**src/rtl/regfile_op_pkg.sv**
```systemverilog
// rtl/regfile_op_pkg.sv - shared opcodes, state encodings and widths for the op sequencer
package regfile_op_pkg;

  localparam int DEF_DATA_W = 8;
  localparam int DEF_ADDR_W = 5;

  typedef logic [2:0] op_t;

  localparam op_t OP_ADD  = 3'b000;
  localparam op_t OP_SUB  = 3'b001;
  localparam op_t OP_AND  = 3'b010;
  localparam op_t OP_OR   = 3'b011;
  localparam op_t OP_XOR  = 3'b100;
  localparam op_t OP_MOV  = 3'b101;
  localparam op_t OP_LDI  = 3'b110;
  localparam op_t OP_RSVD = 3'b111;

  localparam logic [2:0] ST_IDLE  = 3'd0;
  localparam logic [2:0] ST_READ  = 3'd1;
  localparam logic [2:0] ST_EXEC  = 3'd2;
  localparam logic [2:0] ST_WRITE = 3'd3;
  localparam logic [2:0] ST_DONE  = 3'd4;

endpackage

```
**src/rtl/regfile_op_alu.sv**
```systemverilog
// rtl/regfile_op_alu.sv - combinational ALU: op/a/b/imm to result and carry/borrow
module regfile_op_alu
  import regfile_op_pkg::*;
#(
  parameter int DATA_W = DEF_DATA_W
) (
  input  logic [2:0]        op,
  input  logic [DATA_W-1:0] a,
  input  logic [DATA_W-1:0] b,
  input  logic [DATA_W-1:0] imm,
  output logic [DATA_W-1:0] result,
  output logic              carry
);

  logic [DATA_W:0] sum;
  logic [DATA_W:0] diff;

  // The extra top bit of the widened difference is the unsigned borrow (a < b).
  assign sum  = {1'b0, a} + {1'b0, b};
  assign diff = {1'b0, a} - {1'b0, b};

  always_comb begin
    result = '0;
    carry  = 1'b0;
    case (op)
      OP_ADD: begin
        result = sum[DATA_W-1:0];
        carry  = sum[DATA_W];
      end
      OP_SUB: begin
        result = diff[DATA_W-1:0];
        carry  = diff[DATA_W];
      end
      OP_AND:  result = a & b;
      OP_OR:   result = a | b;
      OP_XOR:  result = a ^ b;
      OP_MOV:  result = a;
      OP_LDI:  result = imm;
      default: result = '0;
    endcase
  end

endmodule

```
**src/rtl/regfile_op_sequencer.sv**
```systemverilog
// rtl/regfile_op_sequencer.sv - reads operands, runs the ALU and writes back one command at a time
module regfile_op_sequencer
  import regfile_op_pkg::*;
#(
  parameter int DATA_W = DEF_DATA_W,
  parameter int ADDR_W = DEF_ADDR_W
) (
  input  logic              clk,
  input  logic              rst,
  input  logic              cmd_valid,
  output logic              cmd_ready,
  input  logic [2:0]        cmd_op,
  input  logic [ADDR_W-1:0] cmd_rs1,
  input  logic [ADDR_W-1:0] cmd_rs2,
  input  logic [ADDR_W-1:0] cmd_rd,
  input  logic [DATA_W-1:0] cmd_imm,
  output logic              rf_read_enable1,
  output logic              rf_read_enable2,
  output logic [ADDR_W-1:0] rf_read_address1,
  output logic [ADDR_W-1:0] rf_read_address2,
  input  logic [DATA_W-1:0] rf_read_out1,
  input  logic [DATA_W-1:0] rf_read_out2,
  output logic              rf_write_enable,
  output logic [ADDR_W-1:0] rf_write_address,
  output logic [DATA_W-1:0] rf_write_in,
  output logic              done,
  output logic [DATA_W-1:0] result,
  output logic              carry,
  output logic              zero,
  output logic              err
);

  logic [2:0]        state;
  op_t               op_q;
  logic [ADDR_W-1:0] rs1_q, rs2_q, rd_q;
  logic [DATA_W-1:0] imm_q, opa_q, opb_q;
  logic              carry_q;
  logic [DATA_W-1:0] alu_result;
  logic              alu_carry;
  logic              in_read;
  logic              rsvd;

  assign in_read = (state == ST_READ);
  assign rsvd    = (op_q == OP_RSVD);

  // Strobes decode straight from state so an asynchronous reset clears them at once.
  assign cmd_ready        = (state == ST_IDLE);
  assign rf_read_enable1  = in_read && (op_q != OP_LDI) && !rsvd;
  assign rf_read_enable2  = in_read && (op_q <= OP_XOR);
  assign rf_read_address1 = in_read ? rs1_q : '0;
  assign rf_read_address2 = in_read ? rs2_q : '0;
  assign rf_write_enable  = (state == ST_WRITE) && !rsvd;
  assign done             = (state == ST_DONE);

  regfile_op_alu #(.DATA_W(DATA_W)) u_alu (
    .op     (op_q),
    .a      (opa_q),
    .b      (opb_q),
    .imm    (imm_q),
    .result (alu_result),
    .carry  (alu_carry)
  );

  always_ff @(posedge clk or posedge rst) begin
    if (rst) begin
      state            <= ST_IDLE;
      op_q             <= OP_ADD;
      rs1_q            <= '0;
      rs2_q            <= '0;
      rd_q             <= '0;
      imm_q            <= '0;
      opa_q            <= '0;
      opb_q            <= '0;
      carry_q          <= 1'b0;
      rf_write_address <= '0;
      rf_write_in      <= '0;
      result           <= '0;
      carry            <= 1'b0;
      zero             <= 1'b0;
      err              <= 1'b0;
    end else begin
      case (state)
        ST_IDLE: begin
          if (cmd_valid) begin
            op_q  <= cmd_op;
            rs1_q <= cmd_rs1;
            rs2_q <= cmd_rs2;
            rd_q  <= cmd_rd;
            imm_q <= cmd_imm;
            state <= ST_READ;
          end
        end
        ST_READ: begin
          opa_q <= rf_read_out1;
          opb_q <= rf_read_out2;
          state <= ST_EXEC;
        end
        ST_EXEC: begin
          rf_write_in      <= alu_result;
          rf_write_address <= rd_q;
          carry_q          <= alu_carry;
          state            <= ST_WRITE;
        end
        ST_WRITE: begin
          // Status lands on the edge into DONE so it is valid alongside the done pulse.
          result <= rf_write_in;
          carry  <= carry_q;
          zero   <= (rf_write_in == '0);
          err    <= rsvd;
          state  <= ST_DONE;
        end
        ST_DONE: state <= ST_IDLE;
        default: state <= ST_IDLE;
      endcase
    end
  end

endmodule

```
**config.mk**
```make
export PLATFORM = sky130hd
export DESIGN_NAME = regfile_op_sequencer
export DESIGN_NICKNAME = d
export VERILOG_FILES = /design/src/rtl/regfile_op_pkg.sv /design/src/rtl/regfile_op_alu.sv /design/src/rtl/regfile_op_sequencer.sv
export SDC_FILE = /design/constraint.sdc
export NUM_CORES = 1
export LEC_CHECK = 0
export CAP_MARGIN = 10
export CORE_UTILIZATION = 45
export DETAILED_ROUTE_END_ITERATION = 10
export PLACE_DENSITY = 0.82
export SYNTH_ARGS = -nofsm -noshare
export SYNTH_HDL_FRONTEND = slang
export SYNTH_SLANG_ARGS = --single-unit
```
**constraint.sdc**
```tcl
create_clock -name clk -period 2.4 [get_ports clk]
set_clock_uncertainty 0.15 [all_clocks]
set_input_delay 0.72 -clock clk [delete_from_list [all_inputs] [get_ports clk]]
set_output_delay 0.72 -clock clk [all_outputs]
set_load 0.02 [all_outputs]
```
==> qor.yml, run 1 <==
status: "complete, but fails checks"
violations: "negative setup slack"
final_cell_mix: "nand2_1, dfrtp_1, clkdlybuf4s50_1, o21ai_0, mux2_2"
die-area_um2: 9040
period_minus_slack_ps: 2520
min_path_type: "flip-flop to flip-flop"
drc_errors: 0
worst-path-buf-inv: 2
grt_pass1_vias: 3242
setup_viol: 3
path_delay_family: "flip-flops"
setup_ws_ps: -123
async_reset_ff_frac: 1.00
fillCellCount: 673
p_comb_frac: 0.623
cp_data_arrival_time_ps: 1650
crit_path_max_fanout: 2
worstSetupStartpointType: "flip-flop"
critPathSlowestCell: "dfrtp_1"
portBuffers: 83
gp_congestion: 0.916
crit_type: "flip-flop to output port"
rows: 33
clk_pin_slew_ps: 70
synth_area_leaders: "dfrtp_1, mux2_2, ha_1, nand2_1, o21ai_0"
nets: 585
drtIter0Drc: 193
switchingPower_w: 0.00349
slew_violations: 0
ys.flop_type: "dfrtp_1"
swShare: 0.435
drt_pass1_iterations: 5
place.detailed.hpwl_um: 6690
rsz0062_at_grt: "true"
synth_top_area_share: 0.449
postCtsHoldBufs: 0
fin_util: 0.641
clkLatencyLatePin_ps: 350
pwr-share-clk: 0.105
cts-root-buf: "clkbuf_8"
ys_ff_latch: 70
layout_commonest_cell: "nand2_1"
wire_per_inst_um: 15.6
die_h_um: 95.1
cts_tree: "yes"
antenna_found_initial: 0
hold_viol: 0
ant_nets: 0
worstPathRequired_ps: 1530
route.final.wire_length_um: 9740
cap_violations: 0
crit_chain: "nor3b_4 > buf_4 > a21boi_4 > a21boi_2 > buf_4"
avgSynthCellArea_um2: 9.37
synthCells: 416
r2r_slack_ps: 110
syn2layout_area_growth_pct: 36.4
vias: 3318
crit_top_cell: "buf_4"
internal-power_w: 0.00454
total_leakage_power_nw: 2.38
vias_per_cell: 5.32
syn_area_um2: 3900
synth_edf_count: 0
hold_slack_ps: 313
io_pins: 84
start_util: 0.470
crit_path_max_incr_delay_ps: 420
core_area_um2: 8300
grt_max_degree: 71
drive_above_1_share: 0.212
numCtsBuffers: 9
ys_warn_count: 0
worst_slew_pin_slew_ps: 388
power_density_nw_per_um2: 1510
ir_worst_vdd_v: 0.000645
n_antenna_cell: 0
grt_pass1_wl_um: 16000
clockBufferDepth: 2
fin_crit_sh: 1.05
grt-ovfl-total: 0
endpoint_kind: "output port"
cts_sinks: 70
ys_seq_area_frac: 0.449
setup_tns_ps: -138
postSynthNetCount: 487
die_x_um: 95.1
power_frac_seq: 0.272
htree_levels: 3
synth_top_cell_by_area: "dfrtp_1"
synth.distinct_cells: 44
fmax_mhz: 396
relSlewSlack: 0.739
track_usage: 0.232
-- cells in the mapped netlist, types with 7 or more instances --
master / instances
a21oi_1: 23
and2_1: 13
buf_2: 7
clkbuf_1: 10
dfrtp_1: 70
ha_1: 24
inv_1: 26
mux2_2: 27
nand2_1: 78
nand3_1: 7
nor2_1: 21
o21ai_0: 41
-- final timing paths --
path,start,endpoint,depth (start not counted)
hold reg to reg,rd_q[0],rf_write_address[0],2
setup / recovery,state[1],rf_read_enable2,5
min in group asynchronous,rst,result[2],3
setup reg to reg,opb_q[0],rf_write_in[6],10
hold / removal,rd_q[0],rf_write_address[0],2
max in group asynchronous,rst,opa_q[1],3
-- final cells by class --
class,count,area (µm²),area share
well taps,105,131,0.0247
clock inverters,4,22.5,0.00423
inverters,27,105,0.0198
clock buffers,12,145,0.0273
multi-input cells,296,2030,0.382
flip-flops and latches,70,1750,0.329
repair buffers,110,1130,0.213
-- power by group through the flow --
stage	sequential, W	combinational, W	clock [W]
2_1_floorplan	0.00228	0.00287	0
3_3_place_gp	0.00214	0.00434	0
3_5_place_dp	0.00218	0.00445	0
4_1_cts	0.00217	0.00467	0.000864
5_1_grt	0.00227	0.00548	0.000924
6_report	0.00218	0.00500	0.000842
-- state kept, by name (all words and copies together), names as in the netlist --
name and cells:
rd_q 5, rs2_q 5, carry_q 1, result 8, op_q 3, err 1
rf_write_in 8, state 3, imm_q 8, rf_write_address 5, opa_q 8, rs1_q 5
opb_q 8, zero 1, carry 1
-- stage by stage --
| step | setup slack, ps | instances | area (µm²) | power [W] |
|---|---|---|---|---|
| 2_1_floorplan | -149 | 416 | 3900 | 0.00515 |
| 3_3_place_gp | -225 | 600 | 4920 | 0.00648 |
| 3_5_place_dp | -264 | 600 | 4920 | 0.00664 |
| 4_1_cts | -119 | 621 | 5160 | 0.00771 |
| 5_1_grt | -185 | 624 | 5320 | 0.00867 |
| 6_report | -123 | 624 | 5320 | 0.00802 |
-- worst min-delay path, cell delays in order (launching register included) --
cell and delay, ps:
dfrtp_1 340, nand2_1 50, nand2_1 40
-- cell families after synthesis --
family,synth area share
AO/OA/AOI/OAI,0.138
XOR/XNOR,0.0157
adder cells (fa/ha/maj),0.0873
buffers and inverters,0.0561
flip-flops,0.449
multiplexers,0.0940
AND/OR/NAND/NOR,0.160
-- routing by layer --
layer,wire [µm],GRT usage,vias up
li1,-,-,1599
met1,4330,0.309,1590
met2,4760,0.374,120
met3,571,0.0550,9
met4,81,0.0657,0
met5,0,0,-
-- timing repair --
item	CTS	global route
hold endpoints to repair	0	0
buffers inserted	3	4
setup endpoints to repair	15	19
resized for setup	70	48
cloned	2	0
pin swaps	1	4
No activity file was read; power rests on OpenSTA's default activity.
==> inputs of run 2 (changes only) <==
SETUP_SLACK_MARGIN = 0.05   (was unset)
==> run 2 against run 1 <==
- the flow still finishes with violations (negative setup slack)
- combinational power down 2%
- non-clock buffer count down 3
- routed wire length about the same
==> qor.yml, run 2 (synthesis results as in run 1) <==
slew_violations: 0  # unchanged
die_h_um: 95.1  # unchanged
drc_errors: 0  # unchanged
io_pins: 84  # unchanged
postCtsHoldBufs: 0  # unchanged
setup_viol: 12  # +9
fmax_mhz: 402  # +1.3%
hold_end: "carry"
grt_pass1_wl_um: 16000  # -0.31%
crit_type: "flip-flop to output port"
p_comb_frac: 0.619  # -0.004
layout_commonest_cell: "nand2_1"
start_util: 0.470  # unchanged
internal-power_w: 0.00444  # -2.1%
place.detailed.hpwl_um: 6690  # unchanged
htree_levels: 3  # unchanged
crit_top_cell: "buf_4"
crit_path_max_incr_delay_ps: 410  # about the same
grt_max_degree: 71  # unchanged
total_leakage_power_nw: 2.37  # -0.58%
drtIter0Drc: 139  # -28%
cap_violations: 0  # unchanged
syn2layout_area_growth_pct: 34.3
post-place-cells: 600  # unchanged
stdcell_count: 621  # -0.48%
hold_viol: 0  # unchanged
gp_congestion: 0.916  # unchanged
violations: "negative setup slack"
n_antenna_cell: 0  # unchanged
crit_chain: "nor3b_4 > buf_4 > a21boi_4 > a21boi_2 > buf_4"
portBuffers: 83  # unchanged
worstPathRequired_ps: 1530  # about the same
wire_per_inst_um: 15.7  # +0.58%
holdCritStartpoint: "carry_q"
grt_pass1_vias: 3238  # -0.12%
cts_tree: "yes"
core_area_um2: 8300  # unchanged
rr_startpoint: "opb_q[0]"
r2r_slack_ps: 150  # +40 ps
grtUsageMet2: 0.374  # unchanged
swShare: 0.441  # +0.00589
power_frac_seq: 0.275  # +0.003
rows: 33  # unchanged
crit_path_max_fanout: 2  # unchanged
die_x_um: 95.1  # unchanged
die-area_um2: 9040  # unchanged
power_density_nw_per_um2: 1510  # +0.44%
route.final.wire_length_um: 9750  # about the same
period_minus_slack_ps: 2490  # -33.2 ps
r2r_end: "rf_write_in[6]"
min_path_type: "flip-flop to flip-flop"
status: "complete, but fails checks"
rsz0062_at_grt: "true"
cts_sinks: 70  # unchanged
numCtsBuffers: 9  # unchanged
critPathSlowestCell: "dfrtp_1"
vias_per_cell: 5.35  # +0.60%
reg2reg_depth: 10  # unchanged
grtUsageMet3: 0.0558  # +0.000797
final_cell_mix: "nand2_1, dfrtp_1, clkdlybuf4s50_1, o21ai_0, mux2_2"
worstSetupStartpointType: "flip-flop"
endpoint_kind: "output port"
clkLatencyLatePin_ps: 350  # about the same
switchingPower_w: 0.00350  # +0.22%
cp_data_arrival_time_ps: 1620  # -30 ps
vias: 3322  # +0.12%
p_total_w: 0.00793  # -1.1%
grtUsageMet1: 0.307  # -0.00256
drt_pass1_iterations: 4  # -1
relSlewSlack: 0.739  # about the same
busiest_layer: "met2"
clk_pin_slew_ps: 70  # about the same
ant_nets: 0  # unchanged
cts-root-buf: "clkbuf_8"
track_usage: 0.231  # -0.000684
hold_depth: 2  # unchanged
clockBufferDepth: 2  # unchanged
setup_ws_ps: -89.4  # +33.2 ps
pwr-share-clk: 0.106  # about the same
grt-ovfl-total: 0  # unchanged
worst_slew_pin_slew_ps: 388  # -0.0134 ps
drive_above_1_share: 0.198  # -0.0143
antenna_found_initial: 0  # unchanged
ir_worst_vdd_v: 0.000653  # +1.2%
fin_crit_sh: 1.04  # -0.0138
nets: 582  # -0.51%
[run 2: critical path: cells and delay by family (launching register included)]
kind / cells / cell delay, ps
and+or+nand+nor: 1 / 220
buffers and inverters: 2 / 300
AOI/OAI and AO/OA: 2 / 350
DFF: 1 / 410
[run 2: stage by stage]
step	worst slack (ps)	util	hold WS [ps]	cell area, µm²	setup TNS (ps)
6_report	-89.4	0.631	317	5240	-241
2_1_floorplan	-149	-	285	3900	-149
3_5_place_dp	-264	0.593	301	4920	-2770
5_1_grt	-175	0.631	347	5240	-1300
4_1_cts	-105	0.622	319	5160	-513
3_3_place_gp	-225	0.593	298	4920	-2490
[run 2: layout make-up]
cell class                 count  area (µm²)
fill                         682        3060
multi-input combinational    296        2030
sequential                    70        1750
timing repair buffer         107        1050
clock buffer                  12         145
tap                          105         131
inverter                      27         105
clock inverter                 4        22.5
[run 2: repair_timing]
item,in CTS,in global routing
buffers inserted,3,1
gates resized for setup,71,27
endpoints found under the setup margin,15,22
cloned,2,0
pin swaps,1,4
[run 2: worst max path at each step]
stage / cells after the start / slack (ps) / endpoint / start
after floorplan: 4 / -150 / rf_read_enable2 / state[1]
after global placement: 4 / -220 / rf_read_address2[4] / state[1]
after detailed placement: 4 / -260 / rf_read_address1[0] / state[1]
after CTS: 5 / -110 / rf_read_enable2 / state[2]
after global routing: 5 / -180 / rf_read_enable2 / state[1]
final: 5 / -90 / rf_read_enable2 / state[1]
[run 2: metal layers]
layer  vias to the layer above  routed length [µm]
met4                         0                 100
met5                         -                   0
met3                        13                 521
met2                       107                4780
li1                       1587                   -
met1                      1615                4350
[run 2: power groups by stage]
stage	clock network (W)	registers, W	logic [W]
6_report	0.000839	0.00218	0.00491
5_1_grt	0.000924	0.00227	0.00541
4_1_cts	0.000864	0.00217	0.00467
3_5_place_dp	0	0.00218	0.00445
3_3_place_gp	0	0.00214	0.00434
2_1_floorplan	0	0.00228	0.00287
